File: src/rtl/shift_add_multiplier_if.sv
// Operand/result bundle for the shift-and-add multiplier.
// Handshake: the master raises start with a_in/b_in valid. The slave accepts
// start only while not busy (IDLE or DONE), and start is ignored while busy.
// Completion is signalled by a one-cycle done pulse, with product_out valid
// from that same edge. product_out then holds until the next completion.
interface shift_add_multiplier_if #(parameter int N = 8);
  logic [N-1:0]   a_in;
  logic [N-1:0]   b_in;
  logic           start;
  logic           busy;
  logic [2*N-1:0] product_out;
  logic           done;
  logic [1:0]     state_dbg;

  modport master (
    output a_in, b_in, start,
    input  busy, product_out, done, state_dbg
  );

  modport slave (
    input  a_in, b_in, start,
    output busy, product_out, done, state_dbg
  );
endinterface

File: src/rtl/shift_add_multiplier.sv
// Sequential unsigned shift-and-add multiplier.
// An accepted start latches the operands. N busy cycles follow, and each one
// adds the shifted multiplicand when the current multiplier LSB is set. The
// final sum is registered into product_out together with a one-cycle done
// pulse. Latency is fixed at N+1 cycles, and start is honoured again in the
// DONE cycle so products can stream back to back.
module shift_add_multiplier #(
  parameter int N = 8
) (
  input  logic                   clk,
  input  logic                   reset,
  shift_add_multiplier_if.slave  bus
);

  localparam int CW = (N > 1) ? $clog2(N) : 1;

  typedef enum logic [1:0] {
    IDLE = 2'd0,
    BUSY = 2'd1,
    DONE = 2'd2
  } state_t;

  state_t         state;
  logic [2*N-1:0] mcand;
  logic [N-1:0]   mplier;
  logic [2*N-1:0] acc;
  logic [CW-1:0]  count;
  logic           busy_r;
  logic           done_r;
  logic [2*N-1:0] product_r;
  logic [2*N-1:0] acc_next;
  logic           last_step;

  // Partial-product sum for the current busy step; on the final step this is the product.
  always_comb begin
    acc_next  = acc;
    last_step = (count == CW'(N - 1));
    if (mplier[0]) begin
      acc_next = acc + mcand;
    end
  end

  // Control FSM and datapath registers. The product is registered on the last busy edge so that done and product_out rise together.
  always_ff @(posedge clk) begin
    if (reset) begin
      state     <= IDLE;
      busy_r    <= 1'b0;
      done_r    <= 1'b0;
      product_r <= '0;
      mcand     <= '0;
      mplier    <= '0;
      acc       <= '0;
      count     <= '0;
    end else begin
      done_r <= 1'b0;
      case (state)
        IDLE, DONE: begin
          if (bus.start) begin
            mcand  <= {{N{1'b0}}, bus.a_in};
            mplier <= bus.b_in;
            acc    <= '0;
            count  <= '0;
            busy_r <= 1'b1;
            state  <= BUSY;
          end else begin
            state  <= IDLE;
          end
        end
        BUSY: begin
          acc    <= acc_next;
          mcand  <= mcand << 1;
          mplier <= mplier >> 1;
          count  <= count + 1'b1;
          if (last_step) begin
            product_r <= acc_next;
            done_r    <= 1'b1;
            busy_r    <= 1'b0;
            state     <= DONE;
          end
        end
        default: begin
          busy_r <= 1'b0;
          state  <= IDLE;
        end
      endcase
    end
  end

  assign bus.busy        = busy_r;
  assign bus.done        = done_r;
  assign bus.product_out = product_r;
  assign bus.state_dbg   = state;

endmodule

File: src/flat_wrapper.sv
// flat-port wrapper written by rule: the top's interface ports become plain ports
module shift_add_multiplier_flat 
#(
  parameter int N = 8
)
  (clk, reset, bus_a_in, bus_b_in, bus_start, bus_busy, bus_product_out, bus_done, bus_state_dbg);
  shift_add_multiplier_if #(.N(N)) bus_i ();
  input  logic clk;
  input  logic reset;
  input wire logic [$bits(bus_i.a_in)-1:0] bus_a_in;
  input wire logic [$bits(bus_i.b_in)-1:0] bus_b_in;
  input wire logic [$bits(bus_i.start)-1:0] bus_start;
  output wire logic [$bits(bus_i.busy)-1:0] bus_busy;
  output wire logic [$bits(bus_i.product_out)-1:0] bus_product_out;
  output wire logic [$bits(bus_i.done)-1:0] bus_done;
  output wire logic [$bits(bus_i.state_dbg)-1:0] bus_state_dbg;
  assign bus_i.a_in = bus_a_in;
  assign bus_i.b_in = bus_b_in;
  assign bus_i.start = bus_start;
  assign bus_busy = bus_i.busy;
  assign bus_product_out = bus_i.product_out;
  assign bus_done = bus_i.done;
  assign bus_state_dbg = bus_i.state_dbg;
  shift_add_multiplier #(.N(N)) u_core (.clk(clk), .reset(reset), .bus(bus_i));
endmodule
File: config.mk
export PLATFORM = sky130hd
export DESIGN_NAME = shift_add_multiplier_flat
export DESIGN_NICKNAME = d
export VERILOG_FILES = /design/src/rtl/shift_add_multiplier_if.sv /design/src/rtl/shift_add_multiplier.sv /design/src/flat_wrapper.sv
export SDC_FILE = /design/constraint.sdc
export NUM_CORES = 1
export LEC_CHECK = 0
export CORE_MARGIN = 4
export CORE_UTILIZATION = 29
export DETAILED_ROUTE_END_ITERATION = 8
export SYNTH_ARGS = -nofsm -noshare
export SYNTH_HDL_FRONTEND = slang
export SYNTH_SLANG_ARGS = --single-unit
File: constraint.sdc
create_clock -name clk -period 5.9 [get_ports clk]
set_input_delay 1.18 -clock clk [delete_from_list [all_inputs] [get_ports clk]]
set_output_delay 1.18 -clock clk [all_outputs]
set_load 0.01 [all_outputs]
==> results by group, run 1 <==
Setup path
  – Worst-case register-to-register setup slack: 3.16 ns
  – CP max stage delay: 0.67 ns
  – Crit path max fanout: 26
  – Kind of critical path: in -> reg
  – Ordered list of cells on the worst path: clkdlybuf4s50_1, nand2b_1, nand2_1, o21ai_0, a22oi_1, nor2_1
  – Data arrival time of the critical path: 3.31 ns
  – Slowest-stage cell, CP: nand2_1
  – Total stage count of the critical path: 6
  – Worst Setup Start Kind: input pin
  – Sum of buffers and inverters on the critical path: 1
  – Startpoint of the worst register-to-register path: u_core.mplier[0]
  – Required arrival time at the worst endpoint: 6.07 ns
  – Cell depth of the worst flop-to-flop path: 5
  – Crit. End Element: register
  – Worst r2r dst: u_core.acc[15]
  – Family of cells with the greatest summed delay on the critical path: simple AND/OR/NAND/NOR gates

Yosys
  – Most frequent cell after synthesis: dfxtp_1
  – Unique masters post-synth: 59
  – Cell types occupying the most area after synthesis: dfxtp_1 (39%), ha_1 (6.5%), nor2_1 (5.8%)
  – Number of warnings reported in the yosys synthesis log: 0
  – Share of flip-flops with an asynchronous set or reset: 0
  – Post-synth top area share: 0.385
  – Top cell type by total area after synthesis: dfxtp_1
  – Dominant register cell in the synthesized netlist: dfxtp_1
  – Post-synth EDFFs: 0
  – Synthesized netlist cell count: about 390
  – Average cell area after synthesis: roughly 8.4 sq um
  – Register area share after synthesis: 0.385
  – Number of nets in the synthesized netlist: 428
  – Number of synthesized register bits: 63
  – Top cell types by occurrence after synthesis: dfxtp_1 (63), nor2_1 (51), a21oi_1 (37)
  – Synth Cell Area: 0.00327 sq mm

Timing
  – Worst clock skew on the final layout: approximately 0.011 ns
  – Unrepaired setup endpoints after global routing: no
  – Post-layout minimum cycle time: 3.14 ns
  – Peak clock frequency supported by timing: 0.318 GHz
  – TNS Setup: 0 ns
  – Worst slew pin tran: approximately 1.1 ns
  – Setup-failing EPs final: 0
  – Number of hold-slack violations in the final timing report: 0
  – Smallest setup slack after layout: roughly 2.8 ns
  – Ratio of final minimum period to clock period: 0.533
  – Final-report max-slew violation count: 0
  – Slew Limit Headroom: 0.266

Final layout
  – Count of inserted antenna diode cells: 0
  – Final Net Count: 451
  – Layout overhead on the synthesized area: 23.1%
  – Share of post-route cells with drive strength above 1: 0.0764
  – Number of standard cells in the layout, taps in and fillers out: 559

Pwr
  – Pwr Total: between 1 and 1.5 mW
  – Maximum ir drop on the vdd rail: 115 uV
  – Switching power total: 0.265 mW
  – Power per unit of standard cell area: ~270 mW/mm^2
  – Gate power share: 0.097
  – Power share of the clock group: 0.482
  – Switching share of power: 0.245
  – P_int: 0.819 mW
  – Sequential share of power: 0.420
  – Leakage dissipation: roughly 1.5 nW

Route
  – Post-detailed-route wirelength per cell: ~15 um
  – Number of remaining DRC errors: 0
  – Via count: 2978
  – Routed wire length: 8440 um
  – Starting DRT DRC Count: 120
  – 1st-pass router iterations: 5
  – Final ANT Viol Nets: 0
  – Via-per-instance ratio: 5.33

Hold path
  – Cell depth of the worst hold path: 2
  – Classification of the worst-slack hold path: reg -> reg
  – Worst hold endpoint: u_core.bus.product_out[11]
  – Source of the worst hold timing path: u_core.bus.product_out[11]

Floorplan
  – Starting Density: 0.299
  – Io pins: 39
  – Core Box Area: 0.0109 sq mm
  – Height of the die: 114 um
  – Full die area: approximately 0.013 sq mm
  – Total number of placement rows: 38
  – Die extent in x: 114 um

Clock tree
  – TritonCTS clock tree: yes
  – Number of clock sinks: 63
  – Latest clock arrival within the worst-skew pair: approximately 0.33 ns
  – Worst-path clk slew: ~0.05 ns
  – Post-CTS Hold Fix Bufs: 0
  – CTS Buf Count: 9
  – Depth of the CTS H-tree: 3
  – Post-cts gate resize count: 0
  – # Post-CTS Setup Buffers: 0
  – CTS Root Buffer Type: clkbuf_16
  – Buffers from clock root to sink, at most: 2

Global routing
  – Wire length of the first global-routing pass: 13800 um
  – Vias in the first global route: 2725
  – Total congestion overflow after global routing: 0
  – Maximum number of pins on one net before global-route repair: 56
  – Total global routing track utilization: 0.132
  – Number of antenna violations at the first check in global routing: 0

Run
  – Count of maximum capacitance violations: 0

Placement
  – Final weighted congestion of routability-driven global placement: between 0.8 and 0.9
  – Cell count after placement: between 500 and 600
  – Placement-stage worst setup slack: between 2 and 2.5 ns
  – Count of buffers inserted at the top-level ports: 38
  – Post-detail-place hpwl: 5880 um

Run status
  – Result of the run: finished clean
## layout by cell type, fill, tap and decap left out, types with 9 or more instances in the layout
master,count
dfxtp_1,63
a22oi_1,13
a21oi_1,37
clkbuf_16,9
o22ai_1,13
ha_1,17
nor3_1,15
nand3_1,17
clkdlybuf4s50_1,37
o21ai_0,19
nand2_1,18
nor2_1,51
## sequential cells by signal (all words and copies together) (netlist names)
signal                  count
u_core.mplier               8
u_core.acc                 16
u_core.count                3
u_core.bus.state_dbg        2
u_core.mcand               16
u_core.bus.busy             1
u_core.bus.done             1
u_core.bus.product_out     16
## routing by layer
| metal | vias up | wire length (um) | global-route usage | share of wire |
|---|---|---|---|---|
| met2 | 72 | 3800 | 0.206 | 0.45 |
| li1 | 1488 | - | - | - |
| met1 | 1409 | 4090 | 0.177 | 0.48 |
| met5 | - | 0 | 0 | 0 |
| met3 | 9 | 447 | 0.0386 | 0.053 |
| met4 | 0 | 99 | 0.0420 | 0.012 |
## per-stage QoR
| stage | util | area, sq um | hold slack (ns) |
|---|---|---|---|
| after floorplan | - | 3270 | 0.460 |
| after global placement | 0.341 | 3730 | 0.450 |
| after detailed placement | 0.341 | 3730 | 0.449 |
| after CTS | 0.368 | 4030 | 0.456 |
| after global routing | 0.368 | 4030 | 0.476 |
| final | 0.368 | 4030 | 0.453 |
## power groups by stage
stage | sequential (mW) | combinational [mW] | clock [mW]
5_1_grt | 0.458 | 0.117 | 0.552
4_1_cts | 0.456 | 0.106 | 0.535
6_report | 0.456 | 0.106 | 0.523
3_3_place_gp | 0.465 | 0.103 | 0
2_1_floorplan | 0.457 | 0.0763 | 0
3_5_place_dp | 0.465 | 0.105 | 0
## worst min-delay path: cells and delay by family, from the launching register on
kind,cells,cell delay [ns]
compound gates,1,0.05
flops,1,0.31
simple gates,1,0.05
## worst max path at each step
stage,endpoint,slack [ns],from
2_1_floorplan,u_core.bus.product_out[14],3.74,u_core.acc[0]
4_1_cts,u_core.acc[8],2.78,bus_start
5_1_grt,u_core.acc[8],2.60,bus_start
6_report,u_core.acc[8],2.76,bus_start
3_5_place_dp,u_core.acc[8],2.44,bus_start
3_3_place_gp,u_core.acc[8],2.50,bus_start
## logic make-up after synthesis
| family | count (synthesis) | synth area share |
|---|---|---|
| flip-flops | 63 | 0.385 |
| multiplexers | 7 | 0.0218 |
| adder cells (fa/ha/maj) | 18 | 0.0711 |
| XOR/XNOR | 9 | 0.0241 |
| AND/OR/NAND/NOR | 127 | 0.181 |
| AO/OA/AOI/OAI | 132 | 0.274 |
| buffers and inverters | 35 | 0.0428 |
## cell type report
type	instances	area, sq um
well taps	140	175
flip-flops and latches	63	1260
fillers	1149	6910
repair buffers	41	398
inverters	6	22.5
clock buffers	10	239
clock inverters	6	60.1
multi-input cells	293	1870
Note: power is estimated with default switching activity, not from simulation.
==> run 2: changes to the inputs <==
==> constraint.sdc (replaced) <==
create_clock -name clk -period 2.6 [get_ports clk]
set_input_delay 0.52 -clock clk [delete_from_list [all_inputs] [get_ports clk]]
set_output_delay 0.52 -clock clk [all_outputs]
set_load 0.01 [all_outputs]
==> run 2 against run 1 <==
Sequential share of layout area fell by 0.39 points. Die area did not move. Setup slack got worse by 2.6 ns. Utilization rose by 0.47 points. Global-route usage rose by 0.58 points. Combinational power rose by 150%. Worst hold slack improved by 0.0027 ns. Clock power rose by 120%. Critical path type is now reg -> reg. Critical endpoint is now u_core.bus.product_out[14].
==> results by group, run 2 (same netlist as run 1, synthesis figures left out) <==
Final layout
  – Count of inserted antenna diode cells: 0 (unchanged)
  – Final Net Count: 459 (+1.8%)
  – Most frequent cells in the layout: dfxtp_1 (63), nor2_1 (51), a21oi_1 (37), clkdlybuf4s50_1 (37), o21ai_0 (19)
  – # fillers: 1136 (-1.1%)
  – Cell area after layout: 0.00408 sq mm (+1.3%)
  – Commonest non-fill, non-tap cell in the layout: dfxtp_1
  – Share of post-route cells with drive strength above 1: 0.0913 (+0.0150)
  – Area taken by multi-input logic gates: 0.00187 sq mm (unchanged)
  – Layout overhead on the synthesized area: 24.6%
  – Sequential Area: 0.00126 sq mm (unchanged)

Global routing
  – Wire length of the first global-routing pass: 14300 um (+4.0%)
  – Total global routing track utilization: 0.138 (+0.00575)
  – Vias in the first global route: 2935 (+7.7%)
  – Number of antenna violations at the first check in global routing: 0 (unchanged)
  – Total congestion overflow after global routing: 0 (unchanged)
  – Maximum number of pins on one net before global-route repair: 55 (-1.8%)

Route
  – Final ANT Viol Nets: 0 (unchanged)
  – 1st-pass router iterations: 4 (-1)
  – Number of remaining DRC errors: 0 (unchanged)
  – Via-per-instance ratio: 5.27 (-1.0%)
  – Via count: 2989 (+0.37%)
  – Post-detailed-route wirelength per cell: 15.4 um (+2.2%)
  – Starting DRT DRC Count: 174 (+45%)
  – Routed wire length: 8750 um (+3.7%)

Clock tree
  – Latest clock arrival within the worst-skew pair: 0.33 ns (about the same)
  – TritonCTS clock tree: yes
  – Number of clock sinks: 63 (unchanged)
  – Buffers from clock root to sink, at most: 2 (unchanged)
  – Depth of the CTS H-tree: 3 (unchanged)
  – CTS Buf Count: 9 (unchanged)
  – CTS Root Buffer Type: clkbuf_16
  – Worst-path clk slew: 0.06 ns (about the same)
  – Post-cts gate resize count: 0 (unchanged)
  – Post-CTS Hold Fix Bufs: 0 (unchanged)
  – # Post-CTS Setup Buffers: 0 (unchanged)

Run status
  – Result of the run: finished clean

Setup path
  – Kind of critical path: reg -> reg
  – Data arrival time of the critical path: 2.66 ns (-0.65 ns)
  – Crit path max fanout: 3 (-88%)
  – Required arrival time at the worst endpoint: 2.83 ns (-3.24 ns)
  – Crit. End Element: register
  – Worst Setup Start Kind: register

Pwr
  – Maximum ir drop on the vdd rail: 282 uV (+150%)
  – Power share of the clock group: 0.476 (-0.006)
  – Leakage dissipation: 1.57 nW (+2.4%)
  – Switching power total: 0.612 mW (+130%)
  – Power per unit of standard cell area: 602 mW/mm^2 (+120%)
  – Sequential share of power: 0.417 (-0.003)
  – Gate power share: 0.107 (+0.010)
  – P_int: 1.84 mW (+130%)
  – Switching share of power: 0.249 (+0.00444)

Timing
  – Slew Limit Headroom: 0.577 (+0.311)
  – Number of hold-slack violations in the final timing report: 0 (unchanged)
  – Worst slew pin tran: 0.619 ns (-0.482 ns)
  – Post-layout minimum cycle time: 2.42 ns
  – Unrepaired setup endpoints after global routing: no
  – TNS Setup: 0 ns (unchanged)
  – Ratio of final minimum period to clock period: 0.932
  – Worst hold slack across all endpoints: 0.456 ns (+0.00270 ns)
  – Peak clock frequency supported by timing: 0.413 GHz
  – Worst clock skew on the final layout: 0.00630 ns (-0.00513 ns)
  – Final-report max-slew violation count: 0 (unchanged)
  – Smallest setup slack after layout: 0.176 ns (-2.58 ns)
  – Setup-failing EPs final: 0 (unchanged)

Floorplan
  – Starting Density: 0.299 (unchanged)
  – Full die area: 0.0131 sq mm (unchanged)
  – Core Box Area: 0.0109 sq mm (unchanged)
  – Io pins: 39 (unchanged)
  – Height of the die: 114 um (unchanged)
  – Die extent in x: 114 um (unchanged)
  – Total number of placement rows: 38 (unchanged)

Hold path
  – Classification of the worst-slack hold path: reg -> reg

Placement
  – Final weighted congestion of routability-driven global placement: 0.881 (+4.7%)
  – Post-detail-place hpwl: 6110 um (+3.8%)
  – Area after detailed placement: 0.00379 sq mm (+1.6%)
  – Count of buffers inserted at the top-level ports: 38 (unchanged)
  – Placement-stage worst setup slack: 0.223 ns (-2.21 ns)

Run
  – Count of maximum capacitance violations: 0 (unchanged)
## run 2: final cells by class
class	instances	area share
Clock inverter	6	0.0150
Timing Repair Buffer	49	0.112
Tap cell	140	0.0429
Sequential cell	63	0.309
Multi-Input combinational cell	293	0.459
Clock buffer	10	0.0561
Inverter	6	0.00552
## run 2: routing by layer
| metal | global-route usage | vias to the layer above | share of wire |
|---|---|---|---|
| met3 | 0.0402 | 10 | 0.054 |
| li1 | - | 1500 | - |
| met4 | 0.0483 | 0 | 0.016 |
| met2 | 0.214 | 77 | 0.46 |
| met5 | 0 | - | 0 |
| met1 | 0.183 | 1402 | 0.47 |
## run 2: worst paths after layout
path	startpoint	to	slack, ns	depth (start not counted)
hold / removal	u_core.bus.product_out[11]	u_core.bus.product_out[11]	0.46	2
setup reg to reg	u_core.mcand[0]	u_core.bus.product_out[14]	0.18	8
setup / recovery	u_core.mcand[0]	u_core.bus.product_out[14]	0.18	8
hold reg to reg	u_core.bus.product_out[11]	u_core.bus.product_out[11]	0.46	2
## run 2: power groups by stage
stage	Combinational, mW	Clock, mW	Sequential, mW
floorplan	0.173	0	1.04
global placement	0.258	0	1.04
detailed placement	0.264	0	1.04
CTS	0.265	1.19	1.02
global route	0.292	1.23	1.03
finish	0.263	1.17	1.02
## run 2: metrics by stage
step	util	std cells	power [mW]
2_1_floorplan	-	391	1.21
3_3_place_gp	0.346	551	1.30
3_5_place_dp	0.346	551	1.31
4_1_cts	0.373	567	2.48
5_1_grt	0.373	567	2.55
6_report	0.373	567	2.45
## run 2: worst max-delay path: stages (launching register included)
cell	delay, ns
dfxtp_1	0.33
ha_1	0.24
fa_1	0.46
a21oi_1	0.20
o2111a_1	0.30
o21ai_2	0.10
a311oi_2	0.29
xor2_1	0.12
a311oi_1	0.27
==> run 3: changes to the inputs <==
--- a/config.mk
+++ b/config.mk
@@ -5,6 +5,7 @@
 export SDC_FILE = /design/constraint.sdc
 export NUM_CORES = 1
 export LEC_CHECK = 0
+export CORE_ASPECT_RATIO = 0.8
 export CORE_MARGIN = 4
 export CORE_UTILIZATION = 29
 export DETAILED_ROUTE_END_ITERATION = 8
==> run 3 against run 2 <==
Sequential share of layout area grew 0.26 points. Combinational power hardly changed. Non-clock buffer count shrank 1. Critical path depth is the same. Critical path type unchanged. Critical endpoint unchanged.
==> results by group, run 3 (same netlist as run 1, synthesis figures left out) <==
Global routing
  – Total global routing track utilization: 0.148 (+0.0105)
  – Total congestion overflow after global routing: 0 (unchanged)
  – Number of antenna violations at the first check in global routing: 0 (unchanged)
  – Wire length of the first global-routing pass: 15300 um (+6.6%)
  – Vias in the first global route: 2984 (+1.7%)
  – Maximum number of pins on one net before global-route repair: 55 (unchanged)

Final layout
  – Final core area utilization: 0.370 (-0.00300)
  – # fillers: 1109 (-2.4%)
  – Most frequent cells in the layout: dfxtp_1 (63), nor2_1 (51), a21oi_1 (37), clkdlybuf4s50_1 (37), o21ai_0 (19)
  – Sequential Area: 0.00126 sq mm (unchanged)
  – Count of inserted antenna diode cells: 0 (unchanged)
  – Number of standard cells in the layout, taps in and fillers out: 570 (+0.53%)
  – Area taken by multi-input logic gates: 0.00187 sq mm (unchanged)
  – Final Net Count: 458 (-0.22%)
  – Commonest non-fill, non-tap cell in the layout: dfxtp_1
  – Layout overhead on the synthesized area: 23.6%
  – Share of post-route cells with drive strength above 1: 0.0845 (-0.00683)
  – Cell area after layout: 0.00405 sq mm (-0.83%)

Timing
  – Worst hold slack across all endpoints: 0.456 ns (+0.000393 ns)
  – Final-report max-slew violation count: 0 (unchanged)
  – Unrepaired setup endpoints after global routing: no
  – TNS Setup: 0 ns (unchanged)
  – Setup-failing EPs final: 0 (unchanged)
  – Number of hold-slack violations in the final timing report: 0 (unchanged)
  – Smallest setup slack after layout: 0.227 ns (+0.0512 ns)
  – Worst clock skew on the final layout: 0.00917 ns (+0.00287 ns)
  – Peak clock frequency supported by timing: 0.421 GHz (+2.2%)
  – Slew Limit Headroom: 0.446 (-0.131)
  – Worst slew pin tran: 0.828 ns (+0.210 ns)
  – Post-layout minimum cycle time: 2.37 ns (-0.0512 ns)
  – Ratio of final minimum period to clock period: 0.913 (-0.0197)

Floorplan
  – Die extent in x: 127 um (+11%)
  – Total number of placement rows: 34 (-11%)
  – Full die area: 0.0131 sq mm (about the same)
  – Height of the die: 103 um (-9.8%)
  – Starting Density: 0.299 (about the same)
  – Io pins: 39 (unchanged)
  – Core Box Area: 0.0109 sq mm (about the same)

Route
  – Routed wire length: 9220 um (+5.3%)
  – Via-per-instance ratio: 5.24 (-0.63%)
  – Post-detailed-route wirelength per cell: 16.2 um (+4.8%)
  – Starting DRT DRC Count: 195 (+12%)
  – Via count: 2986 (-0.10%)
  – Final ANT Viol Nets: 0 (unchanged)
  – Number of remaining DRC errors: 0 (unchanged)
  – 1st-pass router iterations: 4 (unchanged)

Setup path
  – Data arrival time of the critical path: 2.61 ns (-0.05 ns)
  – Worst Setup Start Kind: register
  – Worst-case register-to-register setup slack: 0.23 ns (+0.05 ns)
  – Required arrival time at the worst endpoint: 2.84 ns (about the same)
  – CP max stage delay: 0.44 ns (-0.02 ns)
  – Kind of critical path: reg -> reg
  – Crit. End Element: register
  – Crit path max fanout: 3 (unchanged)
  – Slowest-stage cell, CP: fa_1
  – Ordered list of cells on the worst path: ha_1, fa_1, a21oi_1, o2111a_1, o21ai_2, a311oi_2, xor2_1, a311oi_1

Placement
  – Count of buffers inserted at the top-level ports: 38 (unchanged)
  – Area after detailed placement: 0.00379 sq mm (about the same)
  – Post-detail-place hpwl: 6380 um (+4.4%)
  – Cell count after placement: 554 (+0.54%)
  – Final weighted congestion of routability-driven global placement: 0.853 (-3.2%)
  – Placement-stage worst setup slack: 0.240 ns (+0.0172 ns)

Clock tree
  – CTS Root Buffer Type: clkbuf_16
  – Number of clock sinks: 63 (unchanged)
  – CTS Buf Count: 9 (unchanged)
  – Worst-path clk slew: 0.06 ns (about the same)
  – Latest clock arrival within the worst-skew pair: 0.33 ns (about the same)
  – Post-cts gate resize count: 0 (unchanged)
  – Buffers from clock root to sink, at most: 2 (unchanged)
  – Post-CTS Hold Fix Bufs: 0 (unchanged)
  – TritonCTS clock tree: yes
  – Depth of the CTS H-tree: 3 (unchanged)
  – # Post-CTS Setup Buffers: 0 (unchanged)

Pwr
  – Power per unit of standard cell area: 582 mW/mm^2 (-3.3%)
  – Pwr Total: 2.36 mW (-4.1%)
  – Leakage dissipation: 1.55 nW (-1.3%)
  – Maximum ir drop on the vdd rail: 287 uV (+1.6%)

Run
  – Count of maximum capacitance violations: 0 (unchanged)

Hold path
  – Classification of the worst-slack hold path: reg -> reg

Run status
  – Result of the run: finished clean
[run 3: changes by cell type in the layout (fill, tap and decap cells not counted), sizes merged]
cell	previous run	this run
clkbuf	10	12
buf	12	11
clkinv	4	3
bufinv	1	0
[run 3: worst max-delay path: cells and delay by family (launching register included)]
family	cells	cell delay (ns)
flops	1	0.32
xor+xnor	1	0.12
compound gates	5	1.15
fa+ha+maj	2	0.69
[run 3: where the power goes]
group / total (mW) / internal, mW / leakage, nW / switching [mW]
clock: 1.07 / 0.640 / 0.126 / 0.429
sequential: 1.02 / 0.998 / 0.512 / 0.0241
combinational: 0.264 / 0.106 / 0.915 / 0.158
total: 2.36 / 1.74 / 1.55 / 0.611
[run 3: worst paths after layout]
check                                  start                          to  cells after the start
setup / recovery               u_core.acc[0]  u_core.bus.product_out[14]                      8
hold / removal    u_core.bus.product_out[11]  u_core.bus.product_out[11]                      2
setup reg to reg               u_core.acc[0]  u_core.bus.product_out[14]                      8
hold reg to reg   u_core.bus.product_out[11]  u_core.bus.product_out[11]                      2
[run 3: layer usage]
layer,part of all wire,GRT usage,up-vias
met4,0.014,0.0396,0
met3,0.065,0.0456,14
li1,-,-,1502
met5,0,0,-
met1,0.48,0.197,1399
met2,0.44,0.236,71
[run 3: cell type report]
class,instances,share of cell area
clock buffers,12,0.0585
multi-input cells,293,0.463
clock inverters,4,0.00557
well taps,144,0.0445
repair buffers,48,0.111
inverters,6,0.00557
flip-flops and latches,63,0.312
